<file path="config.mk">
export PLATFORM = sky130hd
export DESIGN_NAME = mem_stage
export DESIGN_NICKNAME = d
export VERILOG_FILES = /design/src/rtl/mem_stage.sv
export SDC_FILE = /design/constraint.sdc
export NUM_CORES = 1
export LEC_CHECK = 0
export ABC_AREA = 1
export CAP_MARGIN = 40
export CORE_MARGIN = 2
export CORE_UTILIZATION = 48
export DETAILED_ROUTE_END_ITERATION = 8
export GPL_TIMING_DRIVEN = 0
export HOLD_SLACK_MARGIN = 0.1
export PLACE_DENSITY = 0.87
export SLEW_MARGIN = 30
export SYNTH_ARGS = -nofsm -noshare
export SYNTH_HDL_FRONTEND = slang
export SYNTH_SLANG_ARGS = --single-unit
</file>
<file path="constraint.sdc">
create_clock -name clock -period 3.98 [get_ports clock]
set_clock_uncertainty 0.1 [all_clocks]
set_input_delay 0.398 -clock clock [delete_from_list [all_inputs] [get_ports clock]]
set_output_delay 0.398 -clock clock [all_outputs]
set_load 0.01 [all_outputs]
</file>
<file path="src/rtl/mem_stage.sv">
// rtl/mem_stage.sv - memory access pipeline stage: load/store via req/ready handshake, stalls upstream until done
module mem_stage #(
    parameter int TIMEOUT = 16,
    parameter int CTRL_W  = 16
) (
    input  logic              clock,
    input  logic              reset_n,
    input  logic              in_valid,
    input  logic [0:31]       aluData,
    input  logic [0:31]       rtData,
    input  logic [0:31]       insn,
    input  logic [0:CTRL_W-1] control,
    output logic              stall,
    output logic              mem_req,
    output logic              mem_we,
    output logic [0:31]       mem_addr,
    output logic [0:3]        mem_be,
    output logic [0:31]       mem_wdata,
    input  logic              mem_ready,
    input  logic [0:31]       mem_rdata,
    output logic              out_valid,
    output logic [0:31]       wbData,
    output logic [0:31]       insn_out,
    output logic [0:CTRL_W-1] control_out,
    output logic              mem_err
);
    localparam logic [5:0] OP_LW  = 6'b100011;
    localparam logic [5:0] OP_LB  = 6'b100000;
    localparam logic [5:0] OP_LBU = 6'b100100;
    localparam logic [5:0] OP_SW  = 6'b101011;
    localparam logic [5:0] OP_SB  = 6'b101000;
    localparam int CNT_W = $clog2(TIMEOUT + 1);

    typedef enum logic [1:0] {IDLE, ACCESS, DONE} state_t;

    state_t state_q, state_d;
    logic stall_q, stall_d, mem_req_q, mem_req_d, mem_we_q, mem_we_d;
    logic out_valid_q, out_valid_d, mem_err_q, mem_err_d, err_q, err_d;
    logic [0:31] mem_addr_q, mem_addr_d, mem_wdata_q, mem_wdata_d;
    logic [0:31] wb_q, wb_d, insn_out_q, insn_out_d;
    logic [0:3] mem_be_q, mem_be_d;
    logic [0:CTRL_W-1] control_out_q, control_out_d;
    logic [1:0] off_q, off_d;
    logic [CNT_W-1:0] cnt_q, cnt_d;

    logic [5:0] in_op, held_op;
    logic [1:0] in_off;
    logic in_mem, in_store, in_word, in_misalign, timed_out;
    logic [0:3] byte_be;
    logic [0:7] lane;
    logic [0:31] load_data;

    assign in_op       = insn[0:5];
    assign in_off      = aluData[30:31];
    assign in_store    = (in_op == OP_SW) || (in_op == OP_SB);
    assign in_word     = (in_op == OP_LW) || (in_op == OP_SW);
    assign in_mem      = in_word || in_store || (in_op == OP_LB) || (in_op == OP_LBU);
    assign in_misalign = in_word && (in_off != 2'b00);
    assign held_op     = insn_out_q[0:5];
    assign timed_out   = (cnt_q == CNT_W'(TIMEOUT - 1));

    always_comb begin
        byte_be = 4'b0000;
        byte_be[in_off] = 1'b1;
    end

    // Lane 0 is the most significant byte; the address low bits pick the lane.
    always_comb begin
        case (off_q)
            2'd0:    lane = mem_rdata[0:7];
            2'd1:    lane = mem_rdata[8:15];
            2'd2:    lane = mem_rdata[16:23];
            default: lane = mem_rdata[24:31];
        endcase
        case (held_op)
            OP_LW:   load_data = mem_rdata;
            OP_LB:   load_data = {{24{lane[0]}}, lane};
            OP_LBU:  load_data = {24'h000000, lane};
            default: load_data = {mem_addr_q[0:29], off_q};
        endcase
    end

    always_ff @(posedge clock) begin
        if (!reset_n) begin
            state_q       <= IDLE;
            stall_q       <= 1'b0;
            mem_req_q     <= 1'b0;
            mem_we_q      <= 1'b0;
            out_valid_q   <= 1'b0;
            mem_err_q     <= 1'b0;
            err_q         <= 1'b0;
            mem_addr_q    <= '0;
            mem_be_q      <= '0;
            mem_wdata_q   <= '0;
            wb_q          <= '0;
            insn_out_q    <= '0;
            control_out_q <= '0;
            off_q         <= '0;
            cnt_q         <= '0;
        end else begin
            state_q       <= state_d;
            stall_q       <= stall_d;
            mem_req_q     <= mem_req_d;
            mem_we_q      <= mem_we_d;
            out_valid_q   <= out_valid_d;
            mem_err_q     <= mem_err_d;
            err_q         <= err_d;
            mem_addr_q    <= mem_addr_d;
            mem_be_q      <= mem_be_d;
            mem_wdata_q   <= mem_wdata_d;
            wb_q          <= wb_d;
            insn_out_q    <= insn_out_d;
            control_out_q <= control_out_d;
            off_q         <= off_d;
            cnt_q         <= cnt_d;
        end
    end

    always_comb begin
        state_d = state_q;
        case (state_q)
            IDLE:    if (in_valid && in_mem && !in_misalign) state_d = ACCESS;
            ACCESS:  if (mem_ready || timed_out) state_d = DONE;
            DONE:    state_d = IDLE;
            default: state_d = IDLE;
        endcase
    end

    always_comb begin
        stall_d       = stall_q;
        mem_req_d     = mem_req_q;
        mem_we_d      = mem_we_q;
        out_valid_d   = 1'b0;
        mem_err_d     = 1'b0;
        err_d         = err_q;
        mem_addr_d    = mem_addr_q;
        mem_be_d      = mem_be_q;
        mem_wdata_d   = mem_wdata_q;
        wb_d          = wb_q;
        insn_out_d    = insn_out_q;
        control_out_d = control_out_q;
        off_d         = off_q;
        cnt_d         = cnt_q;
        case (state_q)
            IDLE: begin
                if (in_valid) begin
                    insn_out_d    = insn;
                    control_out_d = control;
                    if (!in_mem) begin
                        out_valid_d = 1'b1;
                        wb_d        = aluData;
                    end else if (in_misalign) begin
                        out_valid_d = 1'b1;
                        mem_err_d   = 1'b1;
                        wb_d        = '0;
                    end else begin
                        off_d       = in_off;
                        mem_req_d   = 1'b1;
                        mem_addr_d  = {aluData[0:29], 2'b00};
                        mem_we_d    = in_store;
                        mem_be_d    = in_word ? 4'b1111 : byte_be;
                        mem_wdata_d = in_word ? rtData : {4{rtData[24:31]}};
                        stall_d     = 1'b1;
                        cnt_d       = '0;
                        err_d       = 1'b0;
                    end
                end
            end
            ACCESS: begin
                if (mem_ready) begin
                    mem_req_d = 1'b0;
                    wb_d      = load_data;
                end else if (timed_out) begin
                    mem_req_d = 1'b0;
                    err_d     = 1'b1;
                    wb_d      = '0;
                end else begin
                    cnt_d = cnt_q + CNT_W'(1);
                end
            end
            DONE: begin
                out_valid_d = 1'b1;
                mem_err_d   = err_q;
                stall_d     = 1'b0;
            end
            default: ;
        endcase
    end

    assign stall       = stall_q;
    assign mem_req     = mem_req_q;
    assign mem_we      = mem_we_q;
    assign mem_addr    = mem_addr_q;
    assign mem_be      = mem_be_q;
    assign mem_wdata   = mem_wdata_q;
    assign out_valid   = out_valid_q;
    assign mem_err     = mem_err_q;
    assign wbData      = wb_q;
    assign insn_out    = insn_out_q;
    assign control_out = control_out_q;
endmodule
</file>
==> results of run 1 <==
cells by family after synthesis:
kind of cell / count (synthesis) / share of synthesized area
XOR/XNOR: 1 / 0.001138
buffers and inverters: 149 / 0.08191
AND/OR/NAND/NOR: 743 / 0.4001
adder cells (fa/ha/maj): 2 / 0.003250
flip-flops: 161 / 0.4187
AO/OA/AOI/OAI: 145 / 0.09443
other: 1 / 0.0004871
flip-flops by register name, summed over array words and instances (netlist names):
register and cells:
mem_wdata 32, state_q 2, off_q 2, err_q 1
mem_be 4, insn_out 32, mem_req 1, mem_we 1
mem_addr 30, mem_err 1, cnt_q 5, wbData 32
stall 1, out_valid 1, control_out 16
worst paths after layout:
check | start | to | slack [ns] | cells past startpoint
max | insn[4] | wbData[6]$_SDFFE_PN0P_ | 1.58 | 13
min | stall$_SDFFE_PN0P_ | stall$_SDFFE_PN0P_ | 0.35 | 2
max reg2reg | cnt_q[0]$_SDFFE_PN0P_ | wbData[6]$_SDFFE_PN0P_ | 1.67 | 11
min reg2reg | stall$_SDFFE_PN0P_ | stall$_SDFFE_PN0P_ | 0.35 | 2
synth_stat cells, drive strengths merged:
cell    number
nand2      356
nor2       235
dfxtp      161
nand3      115
a21oi       83
inv         66
o21ai       61
clkbuf      55
nand4       34
buf         27
ha           2
clkinv       1
conb         1
nor3         1
nor3b        1
o22ai        1
or2          1
xor2         1
critical path, stage by stage:
cell	delay, ns
clkdlybuf4s50_1	0.51
nand2_1	0.10
inv_2	0.17
nand3_1	0.21
nand2_1	0.12
inv_2	0.09
nand2_4	0.10
nand3_2	0.19
nand2_1	0.20
buf_2	0.29
nand2_1	0.11
nand2_1	0.07
nor2_1	0.05
area by class of cell:
class | count | share of cell area
diodes | 1 | 0.0002160
plain buffers | 82 | 0.03272
clock buffers | 22 | 0.04092
clock inverters | 9 | 0.01339
inverters | 67 | 0.02170
multi-input cells | 893 | 0.3321
flip-flops and latches | 161 | 0.2782
well taps | 216 | 0.02332
repair buffers | 298 | 0.2574
power by group:
part / internal, mW / leakage, nW / switching [mW]
combinational: 0.374 / 3.18 / 0.382
clock: 1.10 / 0.306 / 0.671
sequential: 1.70 / 1.32 / 0.0493
total: 3.17 / 4.80 / 1.10
layout by cell type (no fill, tap or decap), drive strengths merged:
cell           netlist  layout
nand2              356     356
clkdlybuf4s50        0     298
nor2               235     235
dfxtp              161     161
nand3              115     115
a21oi               83      83
clkbuf              55      77
inv                 66      66
o21ai               61      61
nand4               34      34
buf                 27      27
clkinv               1       5
bufinv               0       4
ha                   2       2
conb                 1       2
diode                0       1
nor3                 1       1
xor2                 1       1
nor3b                1       1
o22ai                1       1
or2                  1       1
clkinvlp             0       1
stage by stage:
stage                     hold slack [ns]  std cells  worst slack (ns)  power, mW  instance area (um^2)
after floorplan                    0.3325       1203             2.161      2.088                  7702
after global placement             0.3376       1717             1.251      2.510                 10960
after detailed placement           0.3418       1717             1.165      2.521                 10960
after CTS                          0.3508       1748             1.592      4.257                 11580
after global routing               0.3825       1749             1.358      4.413                 11590
final                              0.3519       1749             1.577      4.270                 11590
routing by layer:
| metal | wire, um | vias to the layer above |
|---|---|---|
| met1 | 11080 | 4234 |
| li1 | - | 4460 |
| met3 | 3223 | 97 |
| met4 | 1132 | 0 |
| met2 | 13650 | 627 |
| met5 | 0 | - |
==> qor.txt, run 1 <==
Die H: 130.6 um
Slew @ Worst Pin: 0.6869 ns
Ys Warns: 0
Routed wire length: 29090 um
CTS root buf: clkbuf_16
CP Capture Type: register
Clock sinks: 161
Max Buffers Root-to-Sink: 2
Seq/Total Area, Yosys: 0.4187
Site Rows: 46
Area of the core: 15770 um^2
I/O Buffers: 298
First-pass GRT wire length: 44030 um
Die area: 17070 um^2
Register area: 3223 um^2
Max-cap viol count: 0
Die span in x: 130.6 um
Crit share post-route: 0.6038
P per Cell Area: 368.5 nW/um^2
Pre-antenna DRT Iters: 7
Static Leakage: 4.802 nW
Cells after Synth: 1202
Fill count: 1297
CTS clock-pin slew for the worst setup and hold paths: 0.06 ns
Worst EP arrival: 2.63 ns
TritonCTS Buffers: 17
Final Hold Viols: 0
WL/cell: 16.63 um
Final Core Density: 0.7348
CP required: 4.20 ns
Worst setup SP type: input port
RSZ-0062 raised after global routing: no
GR Layer Usage met1: 0.4098
H-tree levels: 4
Largest net degree at the start of global routing: 17
Drt via density: 5.385
Worst skew pair latency: 0.43 ns
Fmax: 0.4161 GHz
Cells resized by post-CTS repair: 0
Setup TNS: 0 ns
M2 GR Usage: 0.5585
Yosys cell types: 28
GRT busiest layer: met2
Vias in the first global route: 8548
Status: completed
CTS tree: done
Starting density of the core: 0.4882
DP Wirelength: 21840 um
Synth area leaders: dfxtp_1 42%, nand2_1 17%, nor2_1 11%
Synth top area share: 0.4187
Number of remaining DRC errors: 0
ANT nets after route: 0
Multi-input gate area: 3849 um^2
GR Overflow Total: 0
Cts hold-fix bufs: 0
Pins over their slew limit: 0
Post-Syn Area: 7699 um^2
GRT Overall Usage: 0.3331
Worst Path Class, Setup: in -> reg
Initial antenna violation count: 1
Final Critical Period: 2.403 ns
Final-report setup violation count: 0
Syn_area_per_cell: 6.405 um^2
Slew margin rel.: 0.5420
Drt first-iter violations: 940
Layout cells sized above 1: 0.04700
I/O pin count: 301
HP Class: reg -> reg
Nets@finish: 1670
GR Util met3: 0.08510
Gp weighted congestion: 0.9290
Largest fanout on the critical path: 10
Peak VDD IR: 0.0003466 V
Area leader, netlist: dfxtp_1
Routed vias: 9418
#FFs+latches synth: 161
Synth-to-layout area growth: 50.51%
Setup Buffers After CTS: 0
(Power assumes the default switching activity.)
==> inputs of run 2 (changes only) <==
- CORE_UTILIZATION: 48 -> 40
- PLACE_DENSITY: 0.87 -> 0.77
- clock period: 3.98 -> 2.2 ns (I/O delays scaled with it)
==> run 2 against run 1 <==
Global-route usage down 4.8 points; wire length rose by 1.6%; clock power increased by 64%; first-iteration DRC count decreased by 14%; worst setup slack worse by 1.5 ns; die area increased by 19%; register-to-register slack worse by 1.6 ns; core utilization is 12 points lower; largest cell class unchanged.
==> qor.txt, run 2 (same netlist as run 1, synthesis figures left out) <==
Area of the core: 18770 um^2 (+19%)
Max Buffers Root-to-Sink: 2 (unchanged)
Fmax: 0.4724 GHz
ANT nets after route: 0 (unchanged)
Cts hold-fix bufs: 0 (unchanged)
Static Leakage: 4.777 nW (-0.52%)
Sequential share of power: 0.424 (+0.015)
Layout cells sized above 1: 0.05346 (+0.006458)
CP Capture Type: register
Nets@finish: 1671 (+0.060%)
Synth-to-layout area growth: 50.48% (about the same)
Sw power: 2.112 mW (+92%)
Initial antenna violation count: 0 (-1)
Die area: 20370 um^2 (+19%)
Final-report setup violation count: 0 (unchanged)
Diode count: 0 (-1)
Commonest cells after routing, fill and taps aside: 353 x nand2_1, 298 x clkdlybuf4s50_1, 227 x nor2_1
Pre-CTS setup slack: -0.4287 ns (-1.594 ns)
Design Area, Final: 11580 um^2 (about the same)
Most common cell after layout, fill and taps aside: nand2_1
Crit share post-route: 0.9623
Hold path cells: 3 (+1)
Gate power share: 0.185 (+0.008)
Routed wire length: 29550 um (+1.6%)
Worst Path Class, Setup: reg -> reg
Site Rows: 50 (+8.7%)
Slew @ Worst Pin: 0.7061 ns (+0.01918 ns)
Worst skew pair latency: 0.43 ns (about the same)
GR Overflow Total: 0 (unchanged)
Final std cells w/o fill: 1768 (+1.1%)
Slew margin rel.: 0.5293 (-0.01279)
Worst setup SP type: register
DP Cell Count: 1735 (+1.0%)
TritonCTS Buffers: 17 (unchanged)
Pins over their slew limit: 0 (unchanged)
HP Class: in -> reg
DP Wirelength: 22320 um (+2.2%)
R2R cell count: 9 (-2)
CP required: 2.41 ns (-1.79 ns)
Setup ws final: 0.08299 ns (-1.494 ns)
CTS root buf: clkbuf_16
CTS clock-pin slew for the worst setup and hold paths: 0.07 ns (about the same)
Largest fanout on the critical path: 10 (unchanged)
I/O Buffers: 298 (unchanged)
Critical-path top delay cell: dfxtp_1
CP cell instances: nor2_2 > inv_1 > nor2_2 > clkinv_2 > nand2_2 > nand2_2 > clkbuf_4 > nor2_1 > nor2_1
Largest net degree at the start of global routing: 17 (unchanged)
Drt via density: 5.210 (-3.2%)
P per Cell Area: 642.5 nW/um^2 (+74%)
H-tree levels: 4 (unchanged)
Final Critical Period: 2.117 ns
Internal Pwr Total: 5.331 mW (+68%)
Clock sinks: 161 (unchanged)
Clock share of power: 0.391 (-0.023)
Gp weighted congestion: 0.9267 (-0.25%)
Max-cap viol count: 0 (unchanged)
CP peak stage delay: 0.36 ns (-0.15 ns)
Status: completed
CTS tree: done
Pre-antenna DRT Iters: 5 (-2)
Fill count: 1723 (+33%)
I/O pin count: 301 (unchanged)
Starting density of the core: 0.4102 (-0.07798)
Routed vias: 9211 (-2.2%)
Die H: 142.7 um (+9.3%)
Die span in x: 142.7 um (+9.3%)
First-pass GRT wire length: 45070 um (+2.4%)
RSZ-0062 raised after global routing: yes
Number of remaining DRC errors: 0 (unchanged)
Peak VDD IR: 0.0005667 V (+63%)
Vias in the first global route: 8637 (+1.0%)
Final Hold Viols: 0 (unchanged)
WL/cell: 16.71 um (+0.49%)
Drt first-iter violations: 806 (-14%)
Post-DP Area: 10980 um^2 (+0.21%)
Worst EP arrival: 2.32 ns (-0.31 ns)
Sw Ratio: 0.2838 (+0.02559)
GRT Overall Usage: 0.2847 (-0.04847)
[run 2: cell types whose count changed in the layout (fill, tap and decap cells not counted), moves of 3 or more]
cell and delta:
bufinv_16 -3, inv_6 +3, clkbuf_8 -3, nor2_1 -3
[run 2: path summary, 6_finish.rpt]
kind | start | to | slack, ns
worst max-delay path | state_q[1]$_SDFFE_PN0P_ | wbData[25]$_SDFFE_PN0P_ | 0.08
worst min-delay path | control[3] | control_out[3]$_SDFFE_PN0P_ | 0.27
worst max register to register | state_q[1]$_SDFFE_PN0P_ | wbData[25]$_SDFFE_PN0P_ | 0.08
worst min register to register | stall$_SDFFE_PN0P_ | stall$_SDFFE_PN0P_ | 0.36
[run 2: repair_timing]
| item | 4_1_cts | 5_1_grt |
|---|---|---|
| buffers inserted | 0 | 1 |
| pin swaps | 0 | 1 |
| endpoints found under the setup margin | 4 | 33 |
| gates resized for setup | 1 | 14 |
[run 2: final cells by class]
type                            instances  area [um^2]  share of cell area
Tap cell                              234        292.8             0.02527
Sequential cell                       161         3223              0.2782
Inverter                               67        252.7             0.02182
Clock buffer                           19        432.9             0.03737
Clock inverter                         13        130.1             0.01123
Multi-Input combinational cell        893         3876              0.3346
Buffer                                 82        386.6             0.03337
Timing Repair Buffer                  299         2990              0.2581
[run 2: power groups by stage]
stage,registers [mW],clock network (mW),logic [mW]
detailed placement,3.22,0,1.35
global placement,3.21,0,1.34
global route,3.17,3.06,1.50
CTS,3.16,2.94,1.36
floorplan,3.28,0,0.499
finish,3.16,2.91,1.38
[run 2: metal layers]
metal / share of wire / up-vias / GRT usage
li1: - / 4470 / -
met4: 0.035 / 0 / 0.1162
met1: 0.41 / 4183 / 0.3560
met2: 0.46 / 485 / 0.4684
met3: 0.097 / 73 / 0.07277
met5: 0 / - / 0
[run 2: per-stage QoR]
| stage | hold slack (ns) | utilization | setup TNS, ns | total power, mW |
|---|---|---|---|---|
| 2_1_floorplan | 0.2478 | - | 0 | 3.778 |
| 3_3_place_gp | 0.3386 | 0.5849 | -24.51 | 4.556 |
| 3_5_place_dp | 0.3476 | 0.5849 | -27.16 | 4.569 |
| 4_1_cts | 0.2593 | 0.6150 | 0 | 7.458 |
| 5_1_grt | 0.2750 | 0.6173 | -0.008112 | 7.723 |
| 6_report | 0.2713 | 0.6173 | 0 | 7.443 |
[run 2: critical path, delay by kind of cell (launching register included)]
kind,cells,cell delay (ns)
AND/OR/NAND/NOR,6,1.05
buffers and inverters,3,0.48
flip-flops,1,0.36
==> inputs of run 3 (changes only) <==
- CELL_PAD_IN_SITES_DETAIL_PLACEMENT: not set -> 1
- CELL_PAD_IN_SITES_GLOBAL_PLACEMENT: not set -> 1
- CORE_UTILIZATION: 40 -> 27
- GPL_TIMING_DRIVEN: 0 -> not set
- PLACE_DENSITY: 0.77 -> not set
- PLACE_DENSITY_LB_ADDON: not set -> 0.1
==> run 3 against run 2 <==
First-iteration DRC count down 39%; wire length increased by 10%; clock power grew 4%; fmax up 5.9%; global-route usage decreased by 6.8 points; worst hold slack got worse by 0.085 ns; via count fell by 4.6%; critical path type unchanged; sequential share of layout area down 0.64 points; non-clock buffer count shrank 42; highest routed layer unchanged; core utilization down 19 points; critical path depth rose by 2.
==> qor.txt, run 3 (same netlist as run 1, synthesis figures left out) <==
H-tree levels: 4 (unchanged)
Design Area, Final: 11860 um^2 (+2.3%)
I/O Buffers: 298 (unchanged)
Final Hold Viols: 0 (unchanged)
DP Wirelength: 23480 um (+5.2%)
CP Capture Type: register
Largest net degree at the start of global routing: 56 (+39)
Pre-CTS setup slack: 0.004394 ns (+0.4331 ns)
Layout cells sized above 1: 0.06166 (+0.008207)
CTS clock-pin slew for the worst setup and hold paths: 0.08 ns (about the same)
Die H: 172.9 um (+21%)
Status: completed
Number of remaining DRC errors: 0 (unchanged)
Routed vias: 8790 (-4.6%)
Max Buffers Root-to-Sink: 2 (unchanged)
Fill count: 3564 (+110%)
Most common cell after layout, fill and taps aside: nand2_1
Clock sinks: 161 (unchanged)
Slew margin rel.: 0.6410 (+0.1117)
Peak VDD IR: 0.0003439 V (-39%)
Slew @ Worst Pin: 0.5386 ns (-0.1676 ns)
Final-report setup violation count: 0 (unchanged)
Hold path cells: 3 (unchanged)
Vias in the first global route: 9068 (+5.0%)
TritonCTS Buffers: 17 (unchanged)
Post-DP Area: 11270 um^2 (+2.7%)
Setup ws final: 0.2015 ns (+0.1185 ns)
Setup TNS: 0 ns (unchanged)
Synth-to-layout area growth: 54.01%
I/O pin count: 301 (unchanged)
Drt first-iter violations: 489 (-39%)
ANT nets after route: 0 (unchanged)
Initial antenna violation count: 1 (+1)
Final Critical Period: 1.999 ns (-0.1185 ns)
CTS root buf: clkbuf_16
Pwr Total: 7.585 mW (+1.9%)
Site Rows: 61 (+22%)
HP Class: in -> reg
RSZ-0062 raised after global routing: no
WL/cell: 17.42 um (+4.2%)
Worst skew pair latency: 0.43 ns (about the same)
R2R cell count: 11 (+2)
CP required: 2.44 ns (+0.03 ns)
Starting density of the core: 0.2756 (-0.1346)
Pre-antenna DRT Iters: 5 (unchanged)
Drt via density: 4.698 (-9.8%)
Worst Path Class, Setup: reg -> reg
GRT Overall Usage: 0.2167 (-0.06798)
Fmax: 0.5004 GHz (+5.9%)
Worst EP arrival: 2.24 ns (-0.08 ns)
Gp weighted congestion: 0.8280 (-11%)
CTS tree: done
Max-cap viol count: 0 (unchanged)
First-pass GRT wire length: 51180 um (+14%)
Largest fanout on the critical path: 40 (+30)
Die span in x: 172.9 um (+21%)
Commonest cells after routing, fill and taps aside: 354 x nand2_1, 297 x clkdlybuf4s50_1, 230 x nor2_1
Routed wire length: 32590 um (+10%)
Static Leakage: 4.862 nW (+1.8%)
P per Cell Area: 639.8 nW/um^2 (-0.43%)
Area of the core: 27930 um^2 (+49%)
Worst setup SP type: register
Nets@finish: 1629 (-2.5%)
Cts hold-fix bufs: 0 (unchanged)
Crit share post-route: 0.9084 (-0.05385)
Pins over their slew limit: 0 (unchanged)
Die area: 29880 um^2 (+47%)
GR Overflow Total: 0 (unchanged)
-- run 3: layout make-up --
type | count | area, um^2 | area share
Multi-Input combinational cell | 893 | 3854 | 0.3250
Timing Repair Buffer | 339 | 3473 | 0.2929
Sequential cell | 161 | 3223 | 0.2718
Tap cell | 378 | 473.0 | 0.03989
Clock buffer | 19 | 452.9 | 0.03820
Inverter | 67 | 251.5 | 0.02121
Clock inverter | 13 | 126.4 | 0.01066
Antenna cell | 1 | 2.502 | 0.0002111
-- run 3: what timing repair did --
item / in CTS / in global routing
setup endpoints to repair: 0 / 32
setup buffers: 0 / 0
resized for setup: 0 / 1
-- run 3: worst max-delay path, cell delays in order, from the launching register on --
cell,delay [ns]
dfxtp_1,0.33
ha_1,0.22
nand2_1,0.08
nor2_1,0.05
ha_1,0.20
o21ai_1,0.23
nand2_2,0.12
nand2_1,0.12
buf_12,0.21
nand2_1,0.10
nand2_1,0.07
nor2_1,0.04
-- run 3: path summary, 6_finish.rpt --
kind	start	endpoint	slack, ns
worst min-delay path	reset_n	wbData[28]$_SDFFE_PN0P_	0.19
worst max register to register	cnt_q[0]$_SDFFE_PN0P_	wbData[6]$_SDFFE_PN0P_	0.20
worst min register to register	stall$_SDFFE_PN0P_	stall$_SDFFE_PN0P_	0.36
worst max-delay path	cnt_q[0]$_SDFFE_PN0P_	wbData[6]$_SDFFE_PN0P_	0.20
-- run 3: power by group --
group          leakage [nW]  total [mW]  internal [mW]  switching, mW
Clock                 0.285        3.03           1.64           1.39
Sequential             1.32        3.15           3.07         0.0867
Combinational          3.26        1.40          0.704          0.694
-- run 3: metrics by stage --
stage	hold WS (ns)	std cells	utilization
floorplan	0.2478	1203	-
global placement	0.3352	1838	0.4036
detailed placement	0.3491	1838	0.4036
CTS	0.1829	1870	0.4243
global route	0.1842	1871	0.4244
finish	0.1859	1871	0.4244
-- run 3: layer usage --
layer	routed length (um)	share of wire	global-route usage	vias to the layer above
met5	0	0	0	-
met4	457	0.014	0.06144	0
met3	1849	0.057	0.05255	28
met2	15600	0.48	0.3618	222
met1	14690	0.45	0.2778	4154
li1	-	-	-	4386
